## config.mk

```make
export PLATFORM = sky130hd
export DESIGN_NAME = stack_ck_flat
export DESIGN_NICKNAME = d
export VERILOG_FILES = /design/src/rtl/stack_ck_if.sv /design/src/rtl/stack_ck.sv /design/src/flat_wrapper.sv
export SDC_FILE = /design/constraint.sdc
export NUM_CORES = 1
export LEC_CHECK = 0
export CAP_MARGIN = 25
export CORE_UTILIZATION = 35
export CTS_CLUSTER_DIAMETER = 150
export CTS_CLUSTER_SIZE = 20
export DETAILED_ROUTE_END_ITERATION = 16
export DONT_BUFFER_PORTS = 1
export PLACE_DENSITY = 0.59
export SYNTH_ARGS = -nofsm -noshare
export SYNTH_HDL_FRONTEND = slang
export SYNTH_SLANG_ARGS = --single-unit
```

## constraint.sdc

```tcl
create_clock -name clk -period 19.6 [get_ports clk]
set_clock_uncertainty 0.2 [all_clocks]
set_input_delay 2.94 -clock clk [delete_from_list [all_inputs] [get_ports clk]]
set_output_delay 2.94 -clock clk [all_outputs]
set_load 0.01 [all_outputs]
```

## src/rtl/stack_ck_if.sv

```systemverilog
// Bundle of the stack_ck control, data and status signals.
// The master side drives moves and write data; the slave side is the stack.
interface stack_ck_if #(
  parameter int WIDTH = 16,
  parameter int DEPTH = 18
);
  localparam int DW = $clog2(DEPTH + 2);

  logic             we;
  logic [1:0]       delta;
  logic [WIDTH-1:0] wd;
  logic             clr_err;
  logic [WIDTH-1:0] rd;
  logic [WIDTH-1:0] nos;
  logic [DW-1:0]    depth;
  logic             empty;
  logic             full;
  logic             ovf;
  logic             unf;

  modport master (
    output we, delta, wd, clr_err,
    input  rd, nos, depth, empty, full, ovf, unf
  );

  modport slave (
    input  we, delta, wd, clr_err,
    output rd, nos, depth, empty, full, ovf, unf
  );
endinterface

```

## src/rtl/stack_ck.sv

```systemverilog
// J1-style stack with a head register over a shift-register tail, plus a
// depth counter, full/empty status and sticky overflow/underflow flags.
module stack_ck #(
  parameter int               WIDTH = 16,
  parameter int               DEPTH = 18,
  parameter logic [WIDTH-1:0] FILL  = WIDTH'(16'h55aa)
) (
  input logic        clk,
  input logic        reset,
  stack_ck_if.slave  bus
);
  localparam int            DW   = $clog2(DEPTH + 2);
  localparam logic [DW-1:0] MAXD = DW'(DEPTH + 1);

  generate
    if (DEPTH < 2) begin : g_depth_chk
      $error("stack_ck: DEPTH must be at least 2 for pop-two");
    end
  endgenerate

  logic [WIDTH-1:0] head;
  logic [WIDTH-1:0] tail [DEPTH];
  logic [DW-1:0]    cnt;
  logic             ovf_q;
  logic             unf_q;
  logic             ovf_evt;
  logic             unf_evt;

  always_comb begin
    ovf_evt = 1'b0;
    unf_evt = 1'b0;
    case (bus.delta)
      2'b01:   ovf_evt = (cnt == MAXD);
      2'b11:   unf_evt = (cnt == '0);
      2'b10:   unf_evt = (cnt < DW'(2));
      default: ;
    endcase
  end

  always_ff @(posedge clk) begin
    if (reset) begin
      head  <= '0;
      for (int unsigned i = 0; i < DEPTH; i++) tail[i] <= FILL;
      cnt   <= '0;
      ovf_q <= 1'b0;
      unf_q <= 1'b0;
    end else begin
      // Set beats clear when an error event coincides with clr_err.
      ovf_q <= (ovf_q & ~bus.clr_err) | ovf_evt;
      unf_q <= (unf_q & ~bus.clr_err) | unf_evt;
      case (bus.delta)
        2'b00: begin
          if (bus.we) head <= bus.wd;
        end
        2'b01: begin
          head    <= bus.we ? bus.wd : tail[0];
          tail[0] <= head;
          for (int unsigned i = 0; i < DEPTH - 1; i++) tail[i+1] <= tail[i];
          if (cnt != MAXD) cnt <= cnt + 1'b1;
        end
        2'b11: begin
          head <= bus.we ? bus.wd : tail[0];
          for (int unsigned i = 0; i < DEPTH - 1; i++) tail[i] <= tail[i+1];
          tail[DEPTH-1] <= FILL;
          if (cnt != '0) cnt <= cnt - 1'b1;
        end
        default: begin
          head <= bus.we ? bus.wd : tail[1];
          for (int unsigned i = 0; i < DEPTH - 2; i++) tail[i] <= tail[i+2];
          tail[DEPTH-2] <= FILL;
          tail[DEPTH-1] <= FILL;
          cnt <= (cnt >= DW'(2)) ? cnt - DW'(2) : '0;
        end
      endcase
    end
  end

  assign bus.rd    = head;
  assign bus.nos   = tail[0];
  assign bus.depth = cnt;
  assign bus.empty = (cnt == '0);
  assign bus.full  = (cnt == MAXD);
  assign bus.ovf   = ovf_q;
  assign bus.unf   = unf_q;
endmodule

```

## src/flat_wrapper.sv

```systemverilog
// flat-port wrapper written by rule: the top's interface ports become plain ports
module stack_ck_flat 
#(
  parameter int               WIDTH = 16,
  parameter int               DEPTH = 18,
  parameter logic [WIDTH-1:0] FILL  = WIDTH'(16'h55aa)
)
  (clk, reset, bus_we, bus_delta, bus_wd, bus_clr_err, bus_rd, bus_nos, bus_depth, bus_empty, bus_full, bus_ovf, bus_unf);
  stack_ck_if #(.WIDTH(WIDTH), .DEPTH(DEPTH)) bus_i ();
  input logic clk;
  input logic reset;
  input wire logic [$bits(bus_i.we)-1:0] bus_we;
  input wire logic [$bits(bus_i.delta)-1:0] bus_delta;
  input wire logic [$bits(bus_i.wd)-1:0] bus_wd;
  input wire logic [$bits(bus_i.clr_err)-1:0] bus_clr_err;
  output wire logic [$bits(bus_i.rd)-1:0] bus_rd;
  output wire logic [$bits(bus_i.nos)-1:0] bus_nos;
  output wire logic [$bits(bus_i.depth)-1:0] bus_depth;
  output wire logic [$bits(bus_i.empty)-1:0] bus_empty;
  output wire logic [$bits(bus_i.full)-1:0] bus_full;
  output wire logic [$bits(bus_i.ovf)-1:0] bus_ovf;
  output wire logic [$bits(bus_i.unf)-1:0] bus_unf;
  assign bus_i.we = bus_we;
  assign bus_i.delta = bus_delta;
  assign bus_i.wd = bus_wd;
  assign bus_i.clr_err = bus_clr_err;
  assign bus_rd = bus_i.rd;
  assign bus_nos = bus_i.nos;
  assign bus_depth = bus_i.depth;
  assign bus_empty = bus_i.empty;
  assign bus_full = bus_i.full;
  assign bus_ovf = bus_i.ovf;
  assign bus_unf = bus_i.unf;
  stack_ck #(.WIDTH(WIDTH), .DEPTH(DEPTH), .FILL(FILL)) u_core (.clk(clk), .reset(reset), .bus(bus_i));
endmodule
```

* Yosys cells after proc, flatten, opt, wreduce, memory -nomap -nowiden
Memory sizes are Yosys's and may differ from the RTL's.
Cells that the tools add are included.
** Storage, ports and cells
- Register bits :: 23
- Input bits :: 22
- RAM bits :: 288
- Memories kept :: 1
** Memory list
- u_core.tail :: words 18, bits a word 16, read ports 18, clocked after memory_dff 0, write ports 18, RTL line stack_ck.sv:22 : logic [WIDTH-1:0] tail [DEPTH];
** Cells by class
- Order comparisons :: 2
- Add/subtract/negate cells :: 3
- Mux-type cells :: 75
- Equality and inequality tests :: 8
- Reduce and logical (&&, ||, !) cells :: 6
- Bitwise gates (word level) :: 60
** Operator list (number)
- 16-bit two-way mux :: 57
- 1-bit bitwise OR :: 56
- 16-bit case mux with 2 select lines :: 1
- 5-bit two-way mux :: 3
- 5-bit case mux with 3 select lines :: 1
- 1-bit two-way mux :: 12
- 5-bit by 1-bit adder with 5-bit output, second input constant :: 1
- 5-bit == test, second input constant :: 1
- 5-bit by 2-bit greater-or-equal comparator with 1-bit output, second input constant :: 1
- 5-bit logical NOT :: 1
- 5-bit by 2-bit less-than comparator with 1-bit output, second input constant :: 1
- 5-bit inequality test, second input constant :: 1
- 5-bit nonzero test :: 1
- 5-bit by 1-bit subtractor with 5-bit output, second input constant :: 1
- 5-bit by 2-bit subtractor with 5-bit output, second input constant :: 1
- 2-bit == test, second input constant :: 2
- 2-bit by 1-bit inequality test with 1-bit output, second input constant :: 2
- 3-bit AND reduction :: 1
- 3-bit OR reduction :: 1
- 1-bit bitwise AND :: 2
- 2-bit by 1-bit == test with 1-bit output, second input constant :: 1
- 2-bit logical NOT :: 1
- 2-bit inequality test, second input constant :: 1
- 1-bit NOT :: 2
- 2 further kinds :: 2

* Logic depth before layout (Yosys ltp)
Gate-level depths: netlist of run 1.
- Word-level depth :: 7
- Mapped depth :: 8
- Mapped depth without buffers :: 7

* Worst setup path before layout of run 1
Ideal clock, no wire load.
- Path type :: in2reg
- From :: input port reset
- To :: memory u_core.tail[0][0] (enable)
- Data arrival time :: 9.274 ns
- Path slack :: 9.476 ns
- Cell stages on the path :: 3
- Path through :: clkbuf_1 -> clkbuf_1 -> or3_1
** RTL lines
- start: declaration :: RTL line flat_wrapper.sv:11 : input logic reset;
- end: declaration :: RTL line stack_ck.sv:22

==> results of run 1 <==
[area by class of cell]
type / count / share of cell area, %
Tap cell: 615 / 4.35
Sequential cell: 311 / 51.5
Clock buffer: 25 / 2.82
Inverter: 15 / 0.333
Timing Repair Buffer: 10 / 0.679
Multi-Input combinational cell: 1201 / 40.2
Clock inverter: 2 / 0.113
[logic make-up (layout without fill, tap and decap cells)]
logic type      count (synthesis)  after routing  synth area share, %
fa+ha+maj                       2              2                0.146
flops                         311            311                 53.2
xor+xnor                        1              1               0.0511
buf+inv                       191             52                 5.42
compound gates                441            441                 17.5
simple gates                  608            608                 15.0
mux                           149            149                 8.78
[tightest hold or removal path: stages, from the launching register on]
cell and delay [ps]:
dfxtp_1 350, nand2b_1 80, a21oi_1 50
[power by group through the flow]
| stage | logic, W | registers [W] | clock network [W] |
|---|---|---|---|
| floorplan | 0.000154 | 0.000815 | 0 |
| global placement | 0.000132 | 0.000828 | 0 |
| detailed placement | 0.000138 | 0.000829 | 0 |
| CTS | 0.000138 | 0.000814 | 0.000418 |
| global route | 0.000155 | 0.000820 | 0.000436 |
| finish | 0.000138 | 0.000813 | 0.000403 |
[cell usage after synthesis, types with 19 or more instances]
library cell and number:
a211o_1 71, a211oi_1 90, a21oi_1 173, buf_2 69, buf_4 31, clkbuf_1 58
dfxtp_1 23, edfxtp_1 288, mux2i_1 138, nand2_1 41, nand2b_1 19, nor2_1 443
nor3_1 36, or3_1 19
[routing by layer]
metal | vias up | part of all wire [%] | GRT usage, %
li1 | 5915 | - | -
met1 | 5779 | 50 | 20.5
met2 | 169 | 44 | 22.3
met3 | 27 | 4.2 | 2.29
met4 | 0 | 1.4 | 2.41
met5 | - | 0 | 0
[worst paths after layout]
path,startpoint,end,slack (ps),cells after the start
worst max-delay path,bus_delta[1],u_core.tail[0][269],14140,4
worst min register to register,u_core.bus.unf,u_core.bus.unf,310,2
worst min-delay path,u_core.bus.unf,u_core.bus.unf,310,2
worst max register to register,u_core.bus.depth[2],u_core.bus.depth[1],17350,6
[metrics by stage]
step,cells,hold WS [ps]
5_1_grt,2179,339
3_5_place_dp,2151,301
2_1_floorplan,1703,289
6_report,2179,314
3_3_place_gp,2147,297
4_1_cts,2178,317
[registers in the layout, indices dropped and copies added, names as in the netlist]
name              count
u_core.bus.depth      5
u_core.bus.ovf        1
u_core.bus.rd        16
u_core.bus.unf        1
u_core.tail         288
==> impl_results.md, run 1 <==
- Final Hold Vio Count: 0
- Later-pin clock latency in the skew report: around 530 ps
- Die Span Y: between 200 and 250 um
- I/O Buffers: 0
- Most frequent cells in the layout: 443 x nor2_1, 288 x edfxtp_1, 173 x a21oi_1
- Synth top area cells: edfxtp_1 50%, nor2_1 9.7%, mux2i_1 8.1%
- RSZ-0062 raised after global routing: no
- Share of post-route cells with drive strength above 1: 3.71%
- Setup TNS: 0 ps
- Clock share of power: approximately 30%
- Worst slew pin tran: 1290 ps
- Final core occ: between 30 and 40%
- 1st-iter DRT viols: about 1300
- Final instance area: around 0.018 mm2
- Area of the multi-input gates: roughly 0.007 mm2
- Die width: between 200 and 250 um
- Post-synthesis cell count: around 1700
- RePlAce Congestion: approximately 0.74
- Clk slew on worst S/H paths: ~90 ps
- Clk sinks: 311
- Area grow syn2layout: 3.17%
- Fmax: 0.183 GHz
- Worst path buffer plus inverter count: 1
- Post-synth top flop: edfxtp_1
- Total power draw: between 0.001 and 0.0015 W
- Required @ worst endpoint: between 15000 and 20000 ps
- Layout net count: around 1600
- Starting Density: a little over a third
- Sequential power share: ~60%
- Final Setup Violations: 0
- Post-route DRC: 0
- Crit-path slowest cell: nor2_2
- Post-synth EDFFs: ~290
- Area fraction of the dominant cell type after synthesis: roughly half
- Syn_nets: 1727
- WS Path Type: in -> reg
- Row Count: 80
- Postcts setup bufs: 0
- First-pass GRT wire length: slightly below 60000 um
- Io pins: 63
- ANT nets after route: 0
- P per Cell Area: ~77 mW/mm2
- Initial antenna violation count: 0
- Largest net degree at the start of global routing: 441
- # resized after CTS: 0
- Post-DP HPWL: 18800 um
- Die Area: between 0.04 and 0.05 mm2
- Vias in the first global route: 11166
- Antenna diodes: 0
- Reg area: between 0.009 and 0.01 mm2
- Vias/cell: 5.46
- Minimum clock period: roughly 5500 ps
- CP startpoint kind: primary input
- Filler cell count: approximately 4900
- Drt pass-1 iters: 4
- Syn_area_per_cell: ~10 um2
- Gr usage total: between 10% and 20%
- Clock Tree Buf Depth: 3
- Leakage power: around 6.1 nW
- Peak supply drop: 0.0530 mV
- CTS Buf Count: 19
- Critical-path maximum fanout: between 400 and 500
- Total routed wirelength: about 36000 um
- Vias: between 10000 and 15000
- Most common cell after layout, fill and taps aside: nor2_1
- Worst Setup Slack, final: approximately 14000 ps
- Slowest Stage Delay on Critical Path: ~740 ps
- NetSw: approximately 0.00033 W
- Netlist cell types: between 50 and 60
- Final Cycle Share: between 20% and 30%
- #FFs+latches synth: around 310
- Hold crit path type: reg -> reg
- Overflow after GRT: 0
- Worst EP arrival: 5630 ps
- Synthesized area: approximately 0.017 mm2
- Max Slew Vio Count: 0
- Core area: about 0.048 mm2
- Ys async rst share: 0%
- Status: finished clean
- Worst path cell trace: inv_2 > nand2_1 > nor2_2 > a22o_1
- Drt wl/cell: 16.7 um
- Yosys Warn Count: 0
- Sequential-to-total area share from yosys stat: 53.2%
- Cell taking the most area after synthesis: edfxtp_1
- Placed Instance Area: around 0.017 mm2
- Switching share of total power: 24.7%
- Clock Root Buffer: clkbuf_16
- CP Capture Type: register
- Post-Place Worst Slack: between 10000 and 15000 ps
- P_int: 0.00102 W
- Crit path max-delay family: simple AND/OR/NAND/NOR gates
- CTS tree: done
- H-tree depth: 1
- Slew margin rel.: 13.8%
- Max cap viols: 0
- Hold-fix buffers, CTS: 0
- Comb power frac: 10.2%
Power figures use the tool's default switching activity.
==> inputs of run 2 (changes only) <==
Settings changed: PLACE_DENSITY 0.59 to 0.61.
Clock period 19.6 ns to 4.9 ns, I/O delays scaled along.
==> impl_results.md, run 2 (synthesized netlist as in run 1, its figures left out) <==
- Worst EP arrival: 2130 ps (-3500 ps)
- Placed Instance Area: 0.0171 mm2 (unchanged)
- Antenna diodes: 0 (unchanged)
- Clk sinks: 311 (unchanged)
- Layout net count: 1582 (unchanged)
- Status: finished clean
- Setup TNS: 0 ps (unchanged)
- Slowest Stage Delay on Critical Path: 610 ps (-130 ps)
- Vias/cell: 5.47 (+0.29%)
- Total routed wirelength: 36300 um (about the same)
- Overflow after GRT: 0 (unchanged)
- Post-route DRC: 0 (unchanged)
- Worst Setup Slack, final: 1840 ps (-12310 ps)
- CTS tree: done
- CP Capture Type: output port
- ANT nets after route: 0 (unchanged)
- Vias: 11952 (+0.52%)
- Most frequent cells in the layout: 443 x nor2_1, 288 x edfxtp_1, 173 x a21oi_1
- Die Area: 0.0498 mm2 (unchanged)
- Minimum clock period: 3060 ps
- Starting Density: 35.7% (unchanged)
- First-pass GRT wire length: 59300 um (about the same)
- Levels on crit path: 2 (-2)
- Most common cell after layout, fill and taps aside: nor2_1
- Final Hold Vio Count: 0 (unchanged)
- Share of post-route cells with drive strength above 1: 3.70% (-0.012 points)
- Worst path buffer plus inverter count: 0 (-1)
- CTS Buf Count: 19 (unchanged)
- Reg2Reg Capture Point: u_core.bus.unf
- Die Span Y: 223 um (unchanged)
- Crit path from: u_core.bus.depth[1]
- Max Slew Vio Count: 0 (unchanged)
- Worst path cell trace: or3_4 > nor3_1
- # resized after CTS: 0 (unchanged)
- Hold-fix buffers, CTS: 0 (unchanged)
- Gr usage total: 14.1% (-0.017 points)
- Clock Tree Buf Depth: 3 (unchanged)
- Drt pass-1 iters: 5 (+1)
- Leakage power: 6.14 nW (+0.12%)
- Worst r2r path cells: 6 (unchanged)
- Row Count: 80 (unchanged)
- Slew margin rel.: 39.1% (+25 points)
- Area grow syn2layout: 3.29%
- Placed cells: 2151 (unchanged)
- Peak supply drop: 0.187 mV (+250%)
- Max cap viols: 0 (unchanged)
- Largest net degree at the start of global routing: 441 (unchanged)
- Final core occ: 36.8% (+0.044 points)
- Core area: 0.0480 mm2 (unchanged)
- Final Cycle Share: ~63%
- Final instance area: 0.0177 mm2 (+0.12%)
- Crit-path slowest cell: nor3_1
- Initial antenna violation count: 0 (unchanged)
- Number of flip-flops in the largest register: 288 (unchanged)
- Vias in the first global route: 11569 (+3.6%)
- RR Startpoint: u_core.bus.depth[1]
- Hold crit path type: in -> reg
- RePlAce Congestion: 0.738 (-0.39%)
- Die width: 223 um (unchanged)
- Later-pin clock latency in the skew report: 520 ps (about the same)
- Largest register by flop count: u_core.tail
- Clk slew on worst S/H paths: 80 ps (about the same)
- Postcts setup bufs: 0 (unchanged)
- CP startpoint kind: register
- Post-Place Worst Slack: 2130 ps (-12310 ps)
- Clock Root Buffer: clkbuf_16
- Io pins: 63 (unchanged)
- CP endpoint: bus_empty
- Final Setup Violations: 0 (unchanged)
- R2r setup slk: 2460 ps (-14890 ps)
- Fin cells: 2184 (+0.23%)
- 1st-iter DRT viols: 1201 (-5.5%)
- Critical-path maximum fanout: 11 (-98%)
- RSZ-0062 raised after global routing: no
- WS Path Type: reg -> out
- I/O Buffers: 0 (unchanged)
- Worst slew pin tran: 909 ps (-383 ps)
- Drt wl/cell: 16.6 um (-0.24%)
- Crit path max-delay family: simple AND/OR/NAND/NOR gates
- P per Cell Area: 306 mW/mm2 (+300%)
- H-tree depth: 1 (unchanged)
- Required @ worst endpoint: 3960 ps (-15810 ps)
- Fmax: roughly 0.33 GHz
- Post-DP HPWL: 19100 um (+1.2%)
==> run 2: cell count changes in the layout (fill, tap and decap cells not counted), sizes merged <==
cell | before | now
clkbuf | 25 | 31
inv | 17 | 16
==> run 2: layout make-up <==
class | instances | area (um2)
sequential | 311 | 9110
clock inverter | 1 | 11.3
inverter | 15 | 58.8
tap | 615 | 769
multi-input combinational | 1201 | 7100
fill | 4755 | 30300
clock buffer | 31 | 520
timing repair buffer | 10 | 128
==> run 2: worst min path at each step <==
stage | startpoint | to | slack [ps] | depth (start not counted)
floorplan | u_core.bus.unf | u_core.bus.unf | 290 | 2
global placement | u_core.bus.unf | u_core.bus.unf | 300 | 2
detailed placement | u_core.bus.unf | u_core.bus.unf | 310 | 2
CTS | reset | u_core.bus.unf | 80 | 1
global route | reset | u_core.bus.ovf | 70 | 1
finish | reset | u_core.bus.unf | 90 | 1
==> run 2: layer usage <==
layer / part of all wire (%) / global-route usage (%)
met1: 49 / 19.2
met2: 45 / 23.7
met3: 5.2 / 2.78
met4: 0.96 / 1.88
met5: 0 / 0
==> run 2: through the flow <==
| step | power (W) | hold WS, ps |
|---|---|---|
| 2_1_floorplan | 0.00386 | 289 |
| 3_3_place_gp | 0.00384 | 300 |
| 3_5_place_dp | 0.00386 | 311 |
| 4_1_cts | 0.00548 | 77.2 |
| 5_1_grt | 0.00565 | 70.5 |
| 6_report | 0.00542 | 85.1 |
==> run 2: power by group <==
group          internal (W)  switching (W)  leakage, nW
clock              0.000738       0.000889        0.254
combinational      0.000258       0.000287         2.83
sequential          0.00309       0.000161         3.06
==> inputs of run 3 (changes only) <==
Settings changed: ABC_AREA set to 1.
Clock period 4.9 ns to 2.68 ns, I/O delays scaled along.
==> impl_results.md, run 3 <==
- # resized after CTS: 0 (unchanged)
- Worst path buffer plus inverter count: 0 (unchanged)
- Postcts setup bufs: 0 (unchanged)
- Max cap viols: 0 (unchanged)
- Synth top area cells: edfxtp_1 53%, nand2_1 8.9%, o21ai_0 8.3%
- Critical-path maximum fanout: 6 (-5)
- Status: finished clean
- 1st-iter DRT viols: 1448 (+21%)
- Sequential-to-total area share from yosys stat: 55.5% (+2.3 points)
- Filler cell count: 4611 (-3.0%)
- CTS Buf Count: 19 (unchanged)
- Post-DP HPWL: 23500 um (+23%)
- Reg area: 0.00911 mm2 (unchanged)
- Clk slew on worst S/H paths: 90 ps (about the same)
- WS Path Type: reg -> out
- Layout net count: 1833 (+16%)
- Syn_area_per_cell: 8.74 um2 (-13%)
- P per Cell Area: 582 mW/mm2 (+90%)
- Clock Root Buffer: clkbuf_16
- Die width: 219 um (-2.1%)
- WHS Path Cells: 4 (+3)
- Starting Density: 35.4% (-0.32 points)
- CP startpoint kind: register
- Clk sinks: 311 (unchanged)
- Peak supply drop: 0.393 mV (+110%)
- RR Startpoint: u_core.bus.depth[2]
- Netlist cell types: 34 (-41%)
- Die Span Y: 219 um (-2.1%)
- Worst EP arrival: 1570 ps (-560 ps)
- Vias: 12878 (+7.7%)
- Slowest Stage Delay on Critical Path: 400 ps (-210 ps)
- H-tree depth: 1 (unchanged)
- Worst r2r path cells: 6 (unchanged)
- Most frequent cells in the layout: 386 x nand2_1, 288 x edfxtp_1, 274 x o21ai_0
- Post-synth top flop: edfxtp_1
- Post-route DRC: 0 (unchanged)
- Drt wl/cell: 16.2 um (-2.7%)
- Levels on crit path: 3 (+1)
- Core area: 0.0465 mm2 (-3.3%)
- Worst slew pin tran: 866 ps (-43.4 ps)
- Cell taking the most area after synthesis: edfxtp_1
- Total routed wirelength: 39300 um (+8.2%)
- Vias in the first global route: 12075 (+4.4%)
- Most common cell after layout, fill and taps aside: nand2_1
- Overflow after GRT: 0 (unchanged)
- Clock Tree Buf Depth: 3 (unchanged)
- Post-synth EDFFs: 288 (unchanged)
- Io pins: 63 (unchanged)
- Hold crit path type: in -> reg
- Yosys Warn Count: 0 (unchanged)
- Fmax: between 0.4 and 0.5 GHz
- Max Slew Vio Count: 0 (unchanged)
- Crit path from: u_core.bus.depth[2]
- Share of post-route cells with drive strength above 1: 4.88% (+1.2 points)
- Required @ worst endpoint: 2080 ps (-1880 ps)
- Placed cells: 2376 (+10%)
- Area of the multi-input gates: 0.00566 mm2 (-20%)
- I/O Buffers: 0 (unchanged)
- Leakage power: 6.46 nW (+5.2%)
- RSZ-0062 raised after global routing: no
- ANT nets after route: 0 (unchanged)
- Vias/cell: 5.30 (-3.2%)
- Later-pin clock latency in the skew report: 530 ps (about the same)
- Slew margin rel.: 42.1% (+2.9 points)
- Drt pass-1 iters: 5 (unchanged)
- Row Count: 79 (-1.3%)
- Top-count cell post-synth: nand2_1
- First-pass GRT wire length: 63600 um (+7.1%)
- Switching share of total power: 27.0% (+2.4 points)
- Sequential power share: 58.0% (-2.0 points)
- Final Cycle Share: between 80% and 90%
- NetSw: 0.00279 W (+110%)
- Post-synth top cells: 388 x nand2_1, 288 x edfxtp_1, 274 x o21ai_0
- Setup TNS: 0 ps (unchanged)
- Final core occ: 38.2% (+1.4 points)
- Final Setup Violations: 0 (unchanged)
- #FFs+latches synth: 311 (unchanged)
- P_int: 0.00753 W (+84%)
- Crit-path slowest cell: dfxtp_1
- Clock share of power: 29.1% (-0.9 points)
- Largest net degree at the start of global routing: 137 (-69%)
- Worst path cell trace: nor2_1 > nand2_1 > nor3_1
- Initial antenna violation count: 1 (+1)
- CP Capture Type: output port
- Crit path max-delay family: simple AND/OR/NAND/NOR gates
- Minimum clock period: around 2200 ps
- Post-synthesis cell count: 1879 (+10%)
- Area fraction of the dominant cell type after synthesis: 52.7% (+2.2 points)
- Fin cells: 2430 (+11%)
- Gr usage total: 16.1% (+2.0 points)
- Final Hold Vio Count: 0 (unchanged)
- Largest register by flop count: u_core.tail
- Syn_nets: 1903 (+10%)
- Comb power frac: 12.9% (+2.9 points)
- Hold_sp: bus_wd[13]
- RePlAce Congestion: 0.859 (+16%)
- Ys async rst share: 0% (unchanged)
- Hold-fix buffers, CTS: 19 (+19)
- Die Area: 0.0478 mm2 (-4.1%)
- Synthesized area: 0.0164 mm2 (-4.2%)
- Area grow syn2layout: 8.05%
- CTS tree: done
- Number of flip-flops in the largest register: 288 (unchanged)
==> run 3: cell types whose count changed after synthesis, moves of 57 or more <==
| cell | before | now |
|---|---|---|
| nand3_1 | 0 | 57 |
| nand2_1 | 41 | 388 |
| o22ai_1 | 18 | 128 |
| a211oi_1 | 90 | 0 |
| a21oi_1 | 173 | 89 |
| mux2i_1 | 138 | 0 |
| inv_1 | 14 | 240 |
| nor2_1 | 443 | 125 |
| a211o_1 | 71 | 0 |
| o21ai_0 | 11 | 274 |
==> run 3: kinds of logic (layout without fill, tap and decap cells) <==
family                     count (synthesis)  in the layout  synth area share, %
DFF                                      311            311                 55.5
adders and majority gates                  2              2                0.152
AOI/OAI and AO/OA                        574            574                 19.9
buffers and inverters                    403            346                 10.2
and+or+nand+nor                          586            586                 14.1
xor gates and xnor gates                   3              3                0.160
other                                      0              1                    0
==> run 3: per-stage QoR <==
step           power, W  hold slack [ps]  setup slack, ps  area [um2]
3_3_place_gp    0.00735              276              442       17000
6_report         0.0103             6.07              512       17700
4_1_cts          0.0104            0.790              509       17700
2_1_floorplan   0.00703              287             27.8       16400
3_5_place_dp    0.00738              275              407       17000
5_1_grt          0.0108             33.7              395       17700
==> run 3: final timing paths <==
| kind | to | slack, ps |
|---|---|---|
| hold reg to reg | u_core.tail[0][254] | 350 |
| setup / recovery | bus_empty | 510 |
| hold / removal | u_core.bus.rd[13] | 6 |
| setup reg to reg | u_core.bus.ovf | 620 |
==> run 3: tightest hold or removal path, stage by stage <==
cell      delay (ps)
o21ai_0           70
nand2_1           70
o221ai_1          90
inv_1             60
==> run 3: routing by layer <==
| layer | routed length, um | share of wire, % | global-route usage, % |
|---|---|---|---|
| met3 | 2810 | 7.1 | 3.34 |
| met1 | 18600 | 47 | 23.0 |
| met5 | 0 | 0 | 0 |
| met4 | 729 | 1.9 | 3.75 |
| met2 | 17200 | 44 | 24.8 |
==> run 3: area by class of cell <==
class / count / area share [%]
multi-input cells: 1165 / 31.9
clock inverters: 2 / 0.113
inverters: 248 / 5.30
well taps: 607 / 4.28
diodes: 1 / 0.0141
clock buffers: 32 / 2.95
repair buffers: 64 / 4.10
flip-flops and latches: 311 / 51.3
==> run 3: power groups by stage <==
| stage | Sequential (W) | Combinational, W | Clock, W |
|---|---|---|---|
| floorplan | 0.00599 | 0.00104 | 0 |
| global placement | 0.00609 | 0.00127 | 0 |
| detailed placement | 0.00609 | 0.00129 | 0 |
| CTS | 0.00598 | 0.00133 | 0.00309 |
| global route | 0.00603 | 0.00153 | 0.00322 |
| finish | 0.00599 | 0.00133 | 0.00300 |
